### src/rtl/adc_data_transmit_pack.sv
// ADC emulator transmit packer: frame FIFO, training insertion and
// sample-to-lane transpose feeding ten 8:1 output serializers.
module adc_data_transmit_pack #(
  parameter int         FIFO_DEPTH   = 4,
  parameter int         TRAIN_CYCLES = 64,
  parameter logic [7:0] TRAIN_BYTE   = 8'hF0,
  parameter logic [9:0] IDLE_SAMPLE  = 10'h200
) (
  input  logic        clk_div,
  input  logic        rst_n,
  input  logic [79:0] s_data,
  input  logic        s_or,
  input  logic        s_valid,
  output logic        s_ready,
  input  logic        train_req,
  input  logic [7:0]  train_len,
  output logic [79:0] q_data,
  output logic [7:0]  q_or,
  output logic        q_is_data,
  output logic        training,
  output logic [15:0] underflow_cnt
);

  localparam int AW    = $clog2(FIFO_DEPTH);
  localparam int CNT_W = (TRAIN_CYCLES > 256) ? $clog2(TRAIN_CYCLES) : 8;

  typedef enum logic [1:0] {ST_RST, ST_TRAIN, ST_DATA} state_t;

  state_t           state, state_nxt;
  logic [CNT_W-1:0] cnt, cnt_nxt;

  logic [80:0]      mem [FIFO_DEPTH];
  logic [AW-1:0]    wr_ptr, rd_ptr;
  logic [AW:0]      count;
  logic             full, empty, push, pop;

  logic             trn_p0, vld_p0, idl_p0;
  logic [79:0]      frame_p0;
  logic             or_p0;

  // Lane j carries bit j of every sample, earliest sample in the lane LSB.
  function automatic logic [79:0] transpose(input logic [79:0] f);
    logic [79:0] t;
    t = '0;
    for (int j = 0; j < 10; j++)
      for (int k = 0; k < 8; k++)
        t[8*j+k] = f[10*k+j];
    return t;
  endfunction

  function automatic logic [15:0] sat_inc(input logic [15:0] v);
    return (v == 16'hFFFF) ? v : v + 16'd1;
  endfunction

  assign full    = (count == (AW+1)'(FIFO_DEPTH));
  assign empty   = (count == '0);
  assign s_ready = !full && (state != ST_RST);
  assign push    = s_valid && s_ready;
  assign pop     = (state == ST_DATA) && !empty;

  always_comb begin
    state_nxt = state;
    cnt_nxt   = cnt;
    case (state)
      ST_RST: begin
        state_nxt = ST_TRAIN;
        cnt_nxt   = CNT_W'(TRAIN_CYCLES - 1);
      end
      ST_TRAIN: begin
        if (cnt == '0) state_nxt = ST_DATA;
        else           cnt_nxt   = cnt - 1'b1;
      end
      ST_DATA: ;
      default: state_nxt = ST_RST;
    endcase
    // A new request wins over expiry and restarts an ongoing training run.
    if (train_req && (state != ST_RST)) begin
      state_nxt = ST_TRAIN;
      cnt_nxt   = (train_len == 8'd0) ? '0 : CNT_W'(train_len - 8'd1);
    end
  end

  always_ff @(posedge clk_div or negedge rst_n) begin
    if (!rst_n) begin
      state  <= ST_RST;
      cnt    <= '0;
      wr_ptr <= '0;
      rd_ptr <= '0;
      count  <= '0;
    end else begin
      state <= state_nxt;
      cnt   <= cnt_nxt;
      if (push) wr_ptr <= wr_ptr + 1'b1;
      if (pop)  rd_ptr <= rd_ptr + 1'b1;
      case ({push, pop})
        2'b10:   count <= count + 1'b1;
        2'b01:   count <= count - 1'b1;
        default: ;
      endcase
    end
  end

  always_ff @(posedge clk_div) begin
    if (push) mem[wr_ptr] <= {s_or, s_data};
  end

  // ---- stage p0: frame selection ----
  always_ff @(posedge clk_div or negedge rst_n) begin
    if (!rst_n) begin
      trn_p0 <= 1'b0;
      vld_p0 <= 1'b0;
      idl_p0 <= 1'b0;
    end else begin
      trn_p0 <= (state == ST_TRAIN);
      vld_p0 <= pop;
      idl_p0 <= (state == ST_DATA) && empty;
    end
  end

  always_ff @(posedge clk_div) begin
    frame_p0 <= pop ? mem[rd_ptr][79:0] : {8{IDLE_SAMPLE}};
    or_p0    <= pop && mem[rd_ptr][80];
  end

  // ---- stage p1: transposed output register ----
  always_ff @(posedge clk_div or negedge rst_n) begin
    if (!rst_n) begin
      q_data        <= '0;
      q_or          <= '0;
      q_is_data     <= 1'b0;
      training      <= 1'b0;
      underflow_cnt <= '0;
    end else begin
      q_or      <= '0;
      q_is_data <= 1'b0;
      training  <= 1'b0;
      if (trn_p0) begin
        q_data   <= {10{TRAIN_BYTE}};
        training <= 1'b1;
      end else if (vld_p0 || idl_p0) begin
        q_data <= transpose(frame_p0);
        if (vld_p0) begin
          q_or      <= {8{or_p0}};
          q_is_data <= 1'b1;
        end else begin
          underflow_cnt <= sat_inc(underflow_cnt);
        end
      end else begin
        q_data <= '0;
      end
    end
  end

endmodule

### config.mk
export PLATFORM = sky130hd
export DESIGN_NAME = adc_data_transmit_pack
export DESIGN_NICKNAME = d
export VERILOG_FILES = /design/src/rtl/adc_data_transmit_pack.sv
export SDC_FILE = /design/constraint.sdc
export NUM_CORES = 1
export LEC_CHECK = 0
export ABC_AREA = 1
export CAP_MARGIN = 0
export CELL_PAD_IN_SITES_DETAIL_PLACEMENT = 1
export CELL_PAD_IN_SITES_GLOBAL_PLACEMENT = 2
export CORE_AREA = 5 5 174 344
export CTS_CLUSTER_DIAMETER = 80
export DETAILED_ROUTE_END_ITERATION = 7
export DIE_AREA = 0 0 179 349
export PLACE_DENSITY_LB_ADDON = 0.25
export SKIP_CTS_REPAIR_TIMING = 1
export SYNTH_ARGS = -nofsm -noshare
export SYNTH_HDL_FRONTEND = slang
export SYNTH_SLANG_ARGS = --single-unit
### constraint.sdc
create_clock -name clk_div -period 4.68 [get_ports clk_div]
set_input_delay 1.404 -clock clk_div [delete_from_list [all_inputs] [get_ports clk_div]]
set_output_delay 1.404 -clock clk_div [all_outputs]
set_load 0.03 [all_outputs]
* Yosys cells after proc, flatten, opt, wreduce, memory -nomap -nowiden
Memory sizes are Yosys's and may differ from the RTL's.
Cells that the tools add are included.
** Cells by class
- $add $sub $neg :: 7
- Equal/unequal tests :: 9
- Multiplexer cells :: 19
- Bitwise gates (word level) :: 3
- Reductions and logical operators :: 19
** Operators with widths (count)
- 2-to-1 mux 80 bit :: 2
- 2-to-1 mux 8 bit :: 6
- adder 16 x 1 -> 16 bit, second input constant :: 1
- == test 16 bit, second input constant :: 1
- logical NOT 8 bit :: 2
- case mux 8 bit (2 select lines) :: 1
- subtractor 8 x 1 -> 8 bit, second input constant :: 2
- logical AND 1 bit :: 6
- 2-to-1 mux 1 bit :: 6
- inequality test 3 bit, second input constant :: 2
- case mux 2 bit (3 select lines) :: 1
- case mux 3 bit (2 select lines) :: 1
- adder 2 x 1 -> 2 bit, second input constant :: 2
- == test 2 x 1 -> 1 bit, second input constant :: 2
- == test 2 bit, second input constant :: 2
- 2-to-1 mux 2 bit :: 2
- AND reduction 2 bit :: 2
- AND reduction 4 bit :: 1
- nonzero test 2 bit :: 2
- adder 3 x 1 -> 3 bit, second input constant :: 1
- == test 3 bit, second input constant :: 1
- logical NOT 3 bit :: 1
- NOT 1 bit :: 3
- nonzero test 3 bit :: 1
- other kinds (5) :: 6
** Word-level totals
- Register bits after elaboration :: 207
- Memory bits (writable) :: 324
- Bits of input ports :: 93
- Logic and storage cells :: 73
- Memories :: 1
** Memories
- mem :: words 4, width 81, rd ports 1, clocked after Yosys merged registers in 0, write ports 1, RTL line 32 : logic [80:0] mem [FIFO_DEPTH];

* Logic depth before layout (Yosys ltp)
- Depth after elaboration :: 6
- Gate-level depth with buffers :: 11
- Depth with buffers taken out :: 10

* Least setup slack after synthesis
Ideal clock, no wire load.
- Path type :: input to register
- Start point :: input s_valid
- End point :: memory mem[0][0], enable pin
- Setup time :: 0.521 ns
- Data arrival time :: 5.022 ns
- Data required time :: 4.159 ns
- Setup slack :: -0.864 ns
- Cell stages on the path :: 2
- Cell sequence :: nand2_1 -> nor2_1
** On the way
- Longest elaborated chain between the ends :: 3
** RTL lines
- start, declared :: RTL line 13 : input logic s_valid,
- logical AND 1 bit :: RTL line 58 : assign push = s_valid && s_ready;
- 2-to-1 mux 1 bit :: RTL line 104 : if (push) mem[wr_ptr] <= {s_or, s_data};
- 2-to-1 mux 1 bit (not written as such) :: RTL line 104
- end, declared :: RTL line 32
No other way between the ends.

* Worst setup path in the final report
- Start point :: register state[0]
- End point :: output s_ready
** On the way
- Longest elaborated chain between the ends :: 2
** RTL lines
- start, declared :: RTL line 29 : state_t state, state_nxt;
- start signal, assigned :: RTL line 91 : state <= state_nxt;
- nonzero test 2 bit :: RTL line 57 : assign s_ready = !full && (state != ST_RST);
- logical AND 1 bit :: RTL line 57
- end, declared :: RTL line 14 : output logic s_ready,
No other way between the ends.

==> impl_metrics.csv <==
group,metric,value,unit
placed_design,place_congestion,0.777,
flow_run,maxCapViolCount,0,
global_route,grt_max_degree,93,
finish,layout_commonest_cell,"nor2_1",
finish,mostFrequentLayoutCells,"nor2_1 (388), edfxtp_1 (324), nand2_1 (232), clkdlybuf4s50_1 (198), o21ai_0 (169)",
finish,drive_above_1_share,0.0663,
floorplan,core,56900,um^2
floorplan,fp.dieH,349,um
worst_setup_path,crit_path_end_kind,"primary output",
clock_network,cts-htree-levels,2,
worst_setup_path,r2r_end,"frame_p0[76]",
synth,synth_top_area_frac,0.507,
pwr,leakage,0.00839,uW
hold_path,hp-class,"flip-flop to flip-flop",
global_route,grt_pass1_wl,79.4,mm
sta,final-setup-viol-count,0,
worst_setup_path,crit_type,"flip-flop to primary output",
sta,period_share,0.739,
hold_path,hold_end,"q_data[9]",
clock_network,clk_latency,0.57,ns
worst_setup_path,r2r_start,"rd_ptr[0]",
clock_network,cts_buffer_depth,3,
sta,hold_viol_final,0,
pwr,finalPower,10500,uW
global_route,grt_pass1_vias,13500,
clock_network,cts_tree,"done",
finish,final_core_util,0.413,
worst_setup_path,rrSetupSlack,1.94,ns
synth,post_synth_instance_area,19200,um^2
hold_path,holdPathStages,2,
floorplan,num_io_pins,200,
sta,final_max_slew_viol_count,0,
floorplan,core.rowCount,124,
pwr,power.density,447,nW/um^2
synth,ys_top_cells_by_area,"edfxtp_1 (51%), dfrtp_1 (16%), dfxtp_1 (8.4%)",
finish,finalNonFillerCells,2596,
synth,syn_nets,1723,
synth,synth_warnings,0,
clock_network,cts_made_buffers,47,
route,drt-initial-drc-count,640,
route,wl_per_cell,19.9,um
worst_setup_path,cp.required,3.28,ns
placed_design,dp_cells,2508,
global_route,grt_usage,0.165,
synth,syn_area_per_cell,11.9,um^2
floorplan,initial_utilization,0.337,
route,via_per_inst,4.74,
finish,area_growth,22.5,%
route,firstDrtPassIters,5,
floorplan,die_area,62500,um^2
outcome,outcome,"finished, final reports clean",
worst_setup_path,cp_max_fo,4,
pwr,peakVddDrop,0.315,mV
synth,synthArstFlopShare,0.227,
worst_setup_path,crit_arrival,2.06,ns
synth,yosysUniqueCellTypes,28,
synth,ys.flop_type,"edfxtp_1",
route,wl,51.7,mm
finish,layout.nets,1905,
floorplan,die_w,179,um
sta,worst_pin_slew,1.07,ns
sta,rsz0062_at_grt,"false",
sta,slew_headroom,0.286,
placed_design,port_buffers,199,
synth,yosysSeqAreaShare,0.747,
hold_path,worstHoldStart,"frame_p0[11]",
route,dr_total_vias,12300,
synth,synth_cells,1619,
clock_network,root_buffer,"clkbuf_16",
clock_network,cts_sinks,524,
synth,yosys.area.top_type,"edfxtp_1",
sta,post-route-min-period,3.46,ns
global_route,antenna_found_initial,4,
clock_network,cts.clk_slew.worst_paths,0.06,ns
route,drc,0,
worst_setup_path,startpoint_type,"flip-flop",
global_route,grt_overflow,0,
worst_setup_path,r2r_cells,5,
route,antenna_left,0,
synth,synth-edff-count,324,
sta,clock_skew,0.0180,ns
sta,fmax,0.289,GHz
synth,ys_ff_latch,524,
placed_design,dpl.hpwl,31.8,mm
## power breakdown
group	internal (uW)	switching [uW]
logic	263	670
registers	5540	127
clock network	2230	1690
## stage by stage
| stage | instance area (um^2) | setup slack (ns) | setup TNS, ns | hold slack [ns] |
|---|---|---|---|---|
| after global placement | 22000 | 1.05 | 0 | 0.405 |
| after global routing | 23500 | 1.08 | 0 | 0.432 |
| after floorplan | 19200 | -0.864 | -279.81 | 0.352 |
| after CTS | 23500 | 1.17 | 0 | 0.421 |
| final | 23500 | 1.22 | 0 | 0.412 |
| after detailed placement | 22000 | 1.01 | 0 | 0.408 |
## Yosys cell counts (all sizes together) (5+ instances only)
| library cell | n |
|---|---|
| ha | 10 |
| dfxtp | 81 |
| or2 | 9 |
| nand3 | 23 |
| nand2 | 234 |
| nor2 | 394 |
| dfrtp | 119 |
| clkbuf | 33 |
| xor2 | 11 |
| xnor2 | 8 |
| a21oi | 78 |
| o21ai | 170 |
| buf | 54 |
| inv | 47 |
| o211ai | 16 |
| edfxtp | 324 |
| nand4 | 5 |
## registers in the layout (all words and copies together), names as in the netlist
name and count:
training 1, vld_p0 1, q_or 1, count 3, cnt 8, frame_p0 80
or_p0 1, q_is_data 1, state 2, trn_p0 1, underflow_cnt 16, rd_ptr 2
q_data 80, wr_ptr 2, idl_p0 1, mem 324
## how the worst max path moves through the flow
| stage | from | end | slack [ns] | depth (start not counted) |
|---|---|---|---|---|
| after floorplan | s_valid | mem[0][0] | -0.86 | 2 |
| final | state[0] | s_ready | 1.22 | 3 |
| after detailed placement | s_valid | mem[0][26] | 1.01 | 4 |
| after global routing | count[0] | s_ready | 1.08 | 3 |
| after CTS | count[0] | s_ready | 1.17 | 3 |
| after global placement | s_valid | mem[0][12] | 1.05 | 4 |
## metal layers
metal	track usage	vias up	routed length, um
met5	0	-	45
met4	0.0496	6	1300
met3	0.0260	74	2200
met2	0.303	241	27200
met1	0.197	6183	20900
li1	-	5798	-
## worst max-delay path, cell delays in order, from the launching register on
cell,delay [ns]
dfrtp_1,0.39
nor2_1,0.09
a31oi_1,0.27
clkdlybuf4s50_1,0.73
## kinds of logic (layout without fill, tap and decap cells)
kind of cell / Yosys count / count (layout) / share of synthesized area
simple gates: 666 / 666 / 0.134
flops: 524 / 524 / 0.747
buf+inv: 134 / 354 / 0.0319
other cells: 0 / 1 / 0
fa+ha+maj: 11 / 11 / 0.00756
xor+xnor: 19 / 19 / 0.00867
compound gates: 265 / 265 / 0.0713
## cell type report
type	instances	area, um^2
Fill cell	6058	33400
Sequential cell	524	14300
Timing Repair Buffer	220	2200
Clock inverter	22	220
Antenna cell	1	2.50
Multi-Input combinational cell	961	4290
Tap cell	756	946
Inverter	47	184
Clock buffer	65	1340
No activity file was read; power rests on OpenSTA's default activity.
